**config.mk**
```make
export PLATFORM = sky130hd
export DESIGN_NAME = microcode_sequencer_flat
export DESIGN_NICKNAME = d
export VERILOG_FILES = /design/src/rtl/microcode_sequencer_if.sv /design/src/rtl/microcode_sequencer.sv /design/src/flat_wrapper.sv
export SDC_FILE = /design/constraint.sdc
export NUM_CORES = 1
export LEC_CHECK = 0
export CAP_MARGIN = 20
export CORE_MARGIN = 1.5
export CORE_UTILIZATION = 55
export CTS_CLUSTER_DIAMETER = 200
export DETAILED_ROUTE_END_ITERATION = 6
export PLACE_DENSITY = 0.78
export SLEW_MARGIN = 30
export SYNTH_ARGS = -nofsm -noshare
export SYNTH_HDL_FRONTEND = slang
export SYNTH_SLANG_ARGS = --single-unit
```
**constraint.sdc**
```tcl
create_clock -name clock -period 2.7 [get_ports clock]
set_input_delay 0.54 -clock clock [delete_from_list [all_inputs] [get_ports clock]]
set_output_delay 0.54 -clock clock [all_outputs]
set_load 0.005 [all_outputs]
```
**src/rtl/microcode_sequencer_if.sv**
```systemverilog
// Sequencing bus between a microword source and the microcode sequencer.
// The master drives the per-word controls; the slave returns PC and stack status.
interface microcode_sequencer_if #(
    parameter int ADDR_W = 9,
    parameter int OFF_W  = 4,
    parameter int DEPTH  = 4
);
    localparam int LVL_W = $clog2(DEPTH + 1);

    logic [2:0]        op;
    logic              cond;
    logic [OFF_W-1:0]  offset;
    logic [ADDR_W-1:0] target;
    logic              trap_req;
    logic              stall;
    logic              clear_err;
    logic [ADDR_W-1:0] micro_pc;
    logic [ADDR_W-1:0] next_pc;
    logic [LVL_W-1:0]  stack_level;
    logic              stack_overflow;
    logic              stack_underflow;

    modport master (
        output op, cond, offset, target, trap_req, stall, clear_err,
        input  micro_pc, next_pc, stack_level, stack_overflow, stack_underflow
    );

    modport slave (
        input  op, cond, offset, target, trap_req, stall, clear_err,
        output micro_pc, next_pc, stack_level, stack_overflow, stack_underflow
    );
endinterface

```
**src/rtl/microcode_sequencer.sv**
```systemverilog
// Microcode address sequencer with a bounded return stack, trap entry and
// sticky stack error flags. Full-stack pushes drop the oldest entry.
module microcode_sequencer #(
    parameter int                ADDR_W   = 9,
    parameter int                DEPTH    = 4,
    parameter int                OFF_W    = 4,
    parameter logic [ADDR_W-1:0] RESET_PC = {ADDR_W{1'b0}},
    parameter logic [ADDR_W-1:0] TRAP_PC  = 9'h1F0
) (
    input  logic                   clock,
    input  logic                   reset,
    microcode_sequencer_if.slave   bus
);
    localparam int               LVL_W    = $clog2(DEPTH + 1);
    localparam logic [LVL_W-1:0] FULL_LVL = LVL_W'(DEPTH);

    typedef enum logic [2:0] {
        OP_NEXT   = 3'd0,
        OP_BRANCH = 3'd1,
        OP_JUMP   = 3'd2,
        OP_CALL   = 3'd3,
        OP_RETURN = 3'd4,
        OP_WAIT   = 3'd5,
        OP_PUSH   = 3'd6,
        OP_POP    = 3'd7
    } op_e;

    logic [ADDR_W-1:0] pc_q, pc_d;
    logic [ADDR_W-1:0] stack_q [DEPTH];
    logic [ADDR_W-1:0] stack_d [DEPTH];
    logic [LVL_W-1:0]  level_q, level_d;
    logic              ovf_q, ovf_d;
    logic              udf_q, udf_d;

    logic              push_s, pop_s, hold_s;
    logic              ovf_set_s, udf_set_s;
    logic [ADDR_W-1:0] push_val_s;
    logic [ADDR_W-1:0] top_s;
    logic [ADDR_W-1:0] inc_s;
    logic [ADDR_W-1:0] offset_ext_s;

    assign inc_s        = pc_q + ADDR_W'(1'b1);
    assign offset_ext_s = ADDR_W'(bus.offset);

    // Select the top-of-stack entry (index level-1); zero when empty.
    always_comb begin
        top_s = {ADDR_W{1'b0}};
        for (int i = 0; i < DEPTH; i++) begin
            top_s = (level_q == LVL_W'(i + 1)) ? stack_q[i] : top_s;
        end
    end

    // Next-address selection and stack request decode; trap beats stall beats op.
    always_comb begin
        pc_d       = inc_s;
        push_s     = 1'b0;
        pop_s      = 1'b0;
        hold_s     = 1'b0;
        push_val_s = pc_q;
        if (bus.trap_req) begin
            pc_d       = TRAP_PC;
            push_s     = 1'b1;
            push_val_s = pc_q;
        end else if (bus.stall) begin
            pc_d   = pc_q;
            hold_s = 1'b1;
        end else begin
            case (op_e'(bus.op))
                OP_NEXT:   pc_d = inc_s;
                OP_BRANCH: pc_d = bus.cond ? (pc_q + offset_ext_s) : inc_s;
                OP_JUMP:   pc_d = bus.target;
                OP_CALL: begin
                    pc_d       = bus.target;
                    push_s     = 1'b1;
                    push_val_s = inc_s;
                end
                OP_RETURN: begin
                    pop_s = 1'b1;
                    pc_d  = (level_q != {LVL_W{1'b0}}) ? top_s : inc_s;
                end
                OP_WAIT:   pc_d = bus.cond ? inc_s : pc_q;
                OP_PUSH: begin
                    push_s     = 1'b1;
                    push_val_s = pc_q;
                end
                OP_POP:    pop_s = 1'b1;
                default:   pc_d = inc_s;
            endcase
        end
    end

    // Stack storage update; a full push shifts out the oldest entry at index 0.
    always_comb begin
        stack_d   = stack_q;
        level_d   = level_q;
        ovf_set_s = 1'b0;
        udf_set_s = 1'b0;
        if (push_s) begin
            if (level_q == FULL_LVL) begin
                ovf_set_s = 1'b1;
                for (int i = 0; i < DEPTH - 1; i++) begin
                    stack_d[i] = stack_q[i + 1];
                end
                stack_d[DEPTH-1] = push_val_s;
            end else begin
                for (int i = 0; i < DEPTH; i++) begin
                    stack_d[i] = (level_q == LVL_W'(i)) ? push_val_s : stack_q[i];
                end
                level_d = level_q + LVL_W'(1'b1);
            end
        end else if (pop_s) begin
            if (level_q == {LVL_W{1'b0}}) begin
                udf_set_s = 1'b1;
            end else begin
                level_d = level_q - LVL_W'(1'b1);
            end
        end else begin
            level_d = level_q;
        end
    end

    // Sticky error flags; a same-cycle error outranks clear_err, stall freezes both.
    always_comb begin
        if (hold_s) begin
            ovf_d = ovf_q;
            udf_d = udf_q;
        end else begin
            ovf_d = (ovf_q & ~bus.clear_err) | ovf_set_s;
            udf_d = (udf_q & ~bus.clear_err) | udf_set_s;
        end
    end

    // Sequencer state registers with asynchronous reset.
    always_ff @(posedge clock or posedge reset) begin
        if (reset) begin
            pc_q    <= RESET_PC;
            level_q <= {LVL_W{1'b0}};
            ovf_q   <= 1'b0;
            udf_q   <= 1'b0;
            for (int i = 0; i < DEPTH; i++) begin
                stack_q[i] <= {ADDR_W{1'b0}};
            end
        end else begin
            pc_q    <= pc_d;
            level_q <= level_d;
            ovf_q   <= ovf_d;
            udf_q   <= udf_d;
            stack_q <= stack_d;
        end
    end

    assign bus.micro_pc        = pc_q;
    assign bus.next_pc         = reset ? RESET_PC : pc_d;
    assign bus.stack_level     = level_q;
    assign bus.stack_overflow  = ovf_q;
    assign bus.stack_underflow = udf_q;
endmodule

```
**src/flat_wrapper.sv**
```systemverilog
// flat-port wrapper written by rule: the top's interface ports become plain ports
module microcode_sequencer_flat 
#(
    parameter int                ADDR_W   = 9,
    parameter int                DEPTH    = 4,
    parameter int                OFF_W    = 4,
    parameter logic [ADDR_W-1:0] RESET_PC = {ADDR_W{1'b0}},
    parameter logic [ADDR_W-1:0] TRAP_PC  = 9'h1F0
)
  (clock, reset, bus_op, bus_cond, bus_offset, bus_target, bus_trap_req, bus_stall, bus_clear_err, bus_micro_pc, bus_next_pc, bus_stack_level, bus_stack_overflow, bus_stack_underflow);
  microcode_sequencer_if #(.ADDR_W(ADDR_W), .OFF_W(OFF_W), .DEPTH(DEPTH)) bus_i ();
  input  logic clock;
  input  logic reset;
  input wire logic [$bits(bus_i.op)-1:0] bus_op;
  input wire logic [$bits(bus_i.cond)-1:0] bus_cond;
  input wire logic [$bits(bus_i.offset)-1:0] bus_offset;
  input wire logic [$bits(bus_i.target)-1:0] bus_target;
  input wire logic [$bits(bus_i.trap_req)-1:0] bus_trap_req;
  input wire logic [$bits(bus_i.stall)-1:0] bus_stall;
  input wire logic [$bits(bus_i.clear_err)-1:0] bus_clear_err;
  output wire logic [$bits(bus_i.micro_pc)-1:0] bus_micro_pc;
  output wire logic [$bits(bus_i.next_pc)-1:0] bus_next_pc;
  output wire logic [$bits(bus_i.stack_level)-1:0] bus_stack_level;
  output wire logic [$bits(bus_i.stack_overflow)-1:0] bus_stack_overflow;
  output wire logic [$bits(bus_i.stack_underflow)-1:0] bus_stack_underflow;
  assign bus_i.op = bus_op;
  assign bus_i.cond = bus_cond;
  assign bus_i.offset = bus_offset;
  assign bus_i.target = bus_target;
  assign bus_i.trap_req = bus_trap_req;
  assign bus_i.stall = bus_stall;
  assign bus_i.clear_err = bus_clear_err;
  assign bus_micro_pc = bus_i.micro_pc;
  assign bus_next_pc = bus_i.next_pc;
  assign bus_stack_level = bus_i.stack_level;
  assign bus_stack_overflow = bus_i.stack_overflow;
  assign bus_stack_underflow = bus_i.stack_underflow;
  microcode_sequencer #(.ADDR_W(ADDR_W), .DEPTH(DEPTH), .OFF_W(OFF_W), .RESET_PC(RESET_PC), .TRAP_PC(TRAP_PC)) u_core (.clock(clock), .reset(reset), .bus(bus_i));
endmodule
```
==> results of run 1 <==
==> worst paths after layout <==
kind	start	end	slack [ns]	depth (start not counted)
min	u_core.stack_q[33]	u_core.stack_q[33]	0.51	2
min reg2reg	u_core.stack_q[33]	u_core.stack_q[33]	0.51	2
min in group asynchronous	reset	u_core.bus.micro_pc[0]	0.99	4
max	u_core.bus.micro_pc[3]	bus_next_pc[7]	-0.59	8
max in group asynchronous	reset	u_core.bus.stack_level[0]	1.20	4
max reg2reg	u_core.bus.micro_pc[0]	u_core.bus.micro_pc[4]	-0.13	14
==> flip-flops by register name, summed over array words and instances, names as in the netlist <==
name and count:
u_core.bus.stack_overflow 1, u_core.bus.micro_pc 9, u_core.bus.stack_underflow 1, u_core.stack_q 36, u_core.bus.stack_level 3
==> layout by cell type (no fill, tap or decap), types with 4 or more instances in the layout <==
cell type	instances
a21oi_2	8
xnor2_1	14
buf_4	144
and2_1	6
inv_1	13
clkbuf_8	5
nand3_2	4
nand3_1	9
o21ai_0	24
o22ai_1	4
clkdlybuf4s50_1	27
a21o_1	4
ha_4	8
a21oi_1	29
a22oi_1	7
nand2b_1	5
nor3_1	4
nand2_1	65
and3_1	5
o21a_1	5
a211oi_2	6
buf_2	10
mux2i_1	8
dfrtp_1	47
a31oi_1	4
mux2_2	10
nand4_1	9
nor2_1	34
o31ai_1	17
a21oi_4	4
dlygate4sd2_1	4
nand2_2	4
o21ai_2	5
o211ai_1	4
clkbuf_2	4
buf_6	24
nand3b_1	5
==> logic make-up (layout without fill, tap and decap cells) <==
| group | count (synthesis) | after routing | synth area share [%] |
|---|---|---|---|
| adder cells (fa/ha/maj) | 12 | 12 | 3.84 |
| buffers and inverters | 63 | 238 | 6.90 |
| AND/OR/NAND/NOR | 182 | 182 | 22.1 |
| flip-flops | 50 | 50 | 30.5 |
| XOR/XNOR | 20 | 20 | 4.27 |
| AO/OA/AOI/OAI | 167 | 167 | 27.7 |
| other | 0 | 1 | 0 |
| multiplexers | 18 | 18 | 4.70 |
==> layout make-up <==
class,count,area [sq um],area share [%]
Inverter,17,73.8,1.15
Sequential cell,50,1250,19.5
Clock inverter,2,37.5,0.584
Multi-Input combinational cell,399,3130,48.8
Tap cell,99,124,1.93
Clock buffer,6,72.6,1.13
Timing Repair Buffer,213,1730,26.9
Antenna cell,1,2.50,0.0390
==> stage by stage <==
step	utilization (%)	cell area [sq um]	setup WS (ns)
2_1_floorplan	-	4100	0.0596
3_3_place_gp	74.6	5380	-0.807
3_5_place_dp	74.6	5380	-0.886
4_1_cts	84.8	6110	-0.164
5_1_grt	89.0	6420	-0.712
6_report	89.0	6420	-0.587
==> layer usage <==
| layer | up-vias | global-route usage, % | part of all wire [%] |
|---|---|---|---|
| li1 | 2212 | - | - |
| met1 | 2568 | 52.3 | 32 |
| met2 | 620 | 69.3 | 42 |
| met3 | 279 | 15.0 | 15 |
| met4 | 4 | 30.3 | 10 |
| met5 | - | 3.25 | 0.34 |
==> Yosys cell counts, types with 5 or more instances <==
master	count
clkbuf_1	18
o22ai_1	7
a22oi_1	9
nand3b_1	5
ha_1	11
a211oi_1	8
o21a_1	6
a31oi_1	8
nand4_1	9
nand2_1	70
mux2i_1	8
nor2_1	39
nand2b_1	5
o31ai_1	17
inv_1	16
nor3_1	6
nand3_1	12
and2_1	6
dfrtp_1	50
buf_2	24
and3_1	8
xnor2_1	16
a21oi_1	41
o21ai_0	31
mux2_2	10
==> what timing repair did <==
action	CTS	global route
setup endpoints to repair	9	11
pin swaps	39	26
buffers inserted	37	11
gates resized for setup	140	61
endpoints found under the hold margin	0	0
==> power breakdown <==
group          switching (mW)  internal [mW]  total [mW]  leakage (nW)
clock network           0.293          0.277       0.570        0.0514
logic                    1.77           1.50        3.27          2.09
registers               0.259           1.04        1.30         0.596
==> worst max-delay path, cell delays in order, from the launching register on <==
cell and delay, ns:
dfrtp_1 0.49, buf_4 0.25, and4_4 0.35, buf_4 0.18, nand3_1 0.28, nor3_2 0.35, a2111oi_4 0.09, a211oi_2 0.26
buf_2 0.15
==> impl_metrics.py, run 1 <==
metrics = {
    "detailed_routing": {
        "viasPerCell": 7.22,
        "wl_um": 21300,
        "final_antenna_net_count": 0,
        "wl_per_cell_um": 27.1,
        "first_iter_violations": 1142,
        "via_count": 5683,
        "drcViolationCount": 38,
        "drt_first_pass_iters": 7,
    },
    "grt": {
        "grt_pass1_wl_um": 26700,
        "antenna_found_initial": 2,
        "grt_use_total_pct": 44.8,
        "grt_pass1_vias": 5306,
        "overflow": 0,
        "grt_max_degree": 51,
    },
    "sta": {
        "slew_violations": 0,
        "setup_viol": 13,
        "min_period_ns": 3.29,
        "clock_skew_ns": 0.0165,
        "hold_viol_final": 0,
        "max_slew_margin_pct": 52.3,
        "max_freq_mhz": 304,
        "hold_slack_ns": 0.507,
        "tightest_slew_ns": 0.715,
        "min_period_over_period_pct": 122,
        "rsz0062_at_grt": "yes",
        "setup_tns_ns": -2.89,
        "layout_setup_ws_ns": -0.587,
    },
    "floorplan": {
        "coreArea_sq_um": 7210,
        "die-area_sq_um": 7980,
        "io_pins": 45,
        "initial_core_util_pct": 56.8,
        "die_x_um": 89.3,
        "rows": 31,
        "die_h_um": 89.3,
    },
    "logic_synthesis": {
        "syn_avg_cell_area_sq_um": 8.01,
        "netlist_area_sq_um": 4100,
        "synth_edf_count": 0,
        "ys_seq_area_share_pct": 30.5,
        "synthFlopType": "dfrtp_1",
        "yosysTopAreaCell": "dfrtp_1",
        "yosys_warnings": 0,
        "syn_inst": 512,
        "syn-num-nets": 546,
        "ys_seq_elements": 50,
        "synthTopCellsByArea": "dfrtp_1, nand2_1, a21oi_1",
        "synthArstFlopShare_pct": 100,
        "yosysTopAreaCellShare_pct": 30.5,
        "synth.distinct_cells": 69,
    },
    "clock_network": {
        "cts_max_path_buffers": 2,
        "holdBufCountCts": 0,
        "cts_inserted_buffers": 5,
        "cts.clk_slew.worst_paths_ns": 0.10,
        "root_buffer": "clkbuf_8",
        "cts_tree": "done",
        "h-tree-depth": 2,
        "clk_latency_ns": 0.33,
        "clock_sinks": 50,
    },
    "min_path": {
        "hp-class": "register to register",
    },
    "run": {
        "drv_cap": 0,
    },
    "place": {
        "dp_hpwl_um": 9960,
        "placed_cells": 734,
        "io_buffers": 44,
        "place_congestion": 0.958,
    },
    "status": {
        "outcome": "complete, but fails checks",
        "failed_checks": "DRC, setup timing",
    },
    "cells_and_area": {
        "fin_nets": 720,
        "synthToLayoutAreaGrowth_pct": 56.7,
        "final_layout_size_suffix_gt1_share_pct": 43.7,
        "final_cells": 787,
        "fillers": 266,
    },
    "power": {
        "powerDensity_nw_per_um2": 799,
        "peakVddDrop_uv": 737,
        "p_leak_nw": 2.74,
        "finalPower_mw": 5.13,
    },
    "critical_path": {
        "critPathArrivalTime_ns": 2.75,
        "critical_path_class": "register to primary output",
        "critPathMaxFanout": 9,
        "cp.required_ns": 2.16,
        "critPathLaunchType": "register",
        "cp-end-kind": "primary output",
    },
}
No activity file was read; power rests on OpenSTA's default activity.
==> run 2: changes to the inputs <==
- CORE_MARGIN: 1.5 -> default
==> impl_metrics.py, run 2 (synthesis results as in run 1) <==
metrics = {
    "cells_and_area": {
        "largest_reg_flops": 36,
        "final_common_cell": "buf_4",
        "mostFrequentLayoutCells": "buf_4, nand2_1, dfrtp_1",
        "n_antenna_cell": 0,
        "synthToLayoutAreaGrowth_pct": 52.2,
        "fin_area_sq_um": 6240,
        "largest_register": "u_core.stack_q",
        "fin_nets": 698,
        "final_layout_size_suffix_gt1_share_pct": 38.9,
    },
    "floorplan": {
        "die_x_um": 88.3,
        "die-area_sq_um": 7800,
        "coreArea_sq_um": 7210,
        "io_pins": 45,
        "rows": 31,
        "die_h_um": 88.3,
        "initial_core_util_pct": 56.8,
    },
    "critical_path": {
        "timing.rr.start": "u_core.bus.stack_level[0]",
        "reg2reg_to": "u_core.bus.micro_pc[1]",
        "ff2ff_setup_slack_ns": 0,
        "critical_path_class": "register to primary output",
        "endpoint": "bus_next_pc[7]",
        "reg2regPathDepth": 17,
        "critPathArrivalTime_ns": 2.47,
        "cp-end-kind": "primary output",
        "cp.required_ns": 2.16,
        "critPathMaxFanout": 7,
        "setup.worst_path.start": "u_core.bus.stack_level[0]",
        "critPathLaunchType": "register",
    },
    "grt": {
        "grt_pass1_wl_um": 24500,
        "grt_max_degree": 51,
        "overflow": 0,
        "grt_use_total_pct": 41.4,
        "grt_pass1_vias": 4893,
        "antenna_found_initial": 0,
    },
    "clock_network": {
        "cts_tree": "done",
        "root_buffer": "clkbuf_8",
        "h-tree-depth": 2,
        "clock_sinks": 50,
        "cts_max_path_buffers": 2,
        "cts_inserted_buffers": 5,
        "cts.clk_slew.worst_paths_ns": 0.11,
        "clk_latency_ns": 0.32,
        "holdBufCountCts": 0,
    },
    "status": {
        "outcome": "complete, but fails checks",
        "failed_checks": "setup timing",
    },
    "detailed_routing": {
        "first_iter_violations": 596,
        "wl_per_cell_um": 22.6,
        "via_count": 5170,
        "drt_first_pass_iters": 5,
        "viasPerCell": 6.77,
        "wl_um": 17300,
        "final_antenna_net_count": 0,
        "drcViolationCount": 0,
    },
    "min_path": {
        "hp-class": "register to register",
    },
    "sta": {
        "max_slew_margin_pct": 54.2,
        "clock_skew_ns": 0.0165,
        "min_period_ns": 3.01,
        "max_freq_mhz": 332,
        "slew_violations": 0,
        "setup_viol": 10,
        "min_period_over_period_pct": 111,
        "hold_viol_final": 0,
        "setup_tns_ns": -1.76,
        "rsz0062_at_grt": "yes",
        "tightest_slew_ns": 0.687,
        "layout_setup_ws_ns": -0.308,
    },
    "place": {
        "io_buffers": 44,
        "dp_hpwl_um": 10200,
        "place_ws_ns": -0.907,
        "dpl_cell_area_sq_um": 5310,
        "place_congestion": 0.956,
    },
    "run": {
        "drv_cap": 0,
    },
    "power": {
        "finalPower_mw": 5.12,
        "p_leak_nw": 2.63,
        "powerDensity_nw_per_um2": 820,
        "peakVddDrop_uv": 696,
    },
}
[run 2: cell count changes in the layout (fill, tap and decap cells not counted), sizes merged]
cell and change:
buf -23, bufinv -1, clkbuf -4, clkdlybuf4s15 +1
clkinv +1, diode -1, dlygate4sd2 +3, inv +1
[run 2: worst max-delay path: stages, from the launching register on]
cell and delay (ns):
dfrtp_2 0.46, ha_4 0.19, ha_4 0.18, buf_4 0.18
a21oi_2 0.16, a31oi_1 0.08, o21a_1 0.27, a2111oi_4 0.36
a211oi_2 0.13, buf_2 0.15
[run 2: stage by stage]
step	hold slack, ns	utilization, %	std cells
CTS	0.510	83.2	758
finish	0.519	86.5	764
floorplan	0.450	-	512
detailed placement	0.485	73.6	722
global route	0.539	86.5	764
global placement	0.465	73.6	722
[run 2: final cells by class]
class,instances,area [sq um]
multi-input combinational,399,3100
timing repair buffer,191,1600
sequential,50,1260
fill,366,973
tap,99,124
clock buffer,5,68.8
inverter,17,66.3
clock inverter,3,25.0
[run 2: power breakdown]
part           internal [mW]  switching [mW]
combinational           1.56            1.74
clock                  0.188           0.302
sequential              1.04           0.280
total                   2.79            2.33
[run 2: repair_timing]
item,in CTS,in global routing
buffers inserted,29,10
pin swaps,39,28
endpoints found under the setup margin,9,11
resized for setup,134,42
[run 2: how the worst min path moves through the flow]
stage | cells past startpoint | from | endpoint | slack [ns]
after global routing | 2 | u_core.bus.stack_overflow | u_core.bus.stack_overflow | 0.54
final | 2 | u_core.stack_q[29] | u_core.stack_q[29] | 0.52
after floorplan | 2 | u_core.stack_q[30] | u_core.stack_q[30] | 0.45
after detailed placement | 2 | u_core.stack_q[32] | u_core.stack_q[32] | 0.48
after global placement | 2 | u_core.stack_q[34] | u_core.stack_q[34] | 0.47
after CTS | 2 | u_core.bus.stack_overflow | u_core.bus.stack_overflow | 0.51
[run 2: routing by layer]
metal | share of wire, % | vias to the layer above | track usage (%) | wire length, um
met4 | 6.2 | 0 | 25.1 | 1070
met2 | 48 | 425 | 67.6 | 8230
met3 | 9.8 | 126 | 8.58 | 1690
met1 | 36 | 2445 | 50.5 | 6300
met5 | 0 | - | 0 | 0
li1 | - | 2174 | - | -
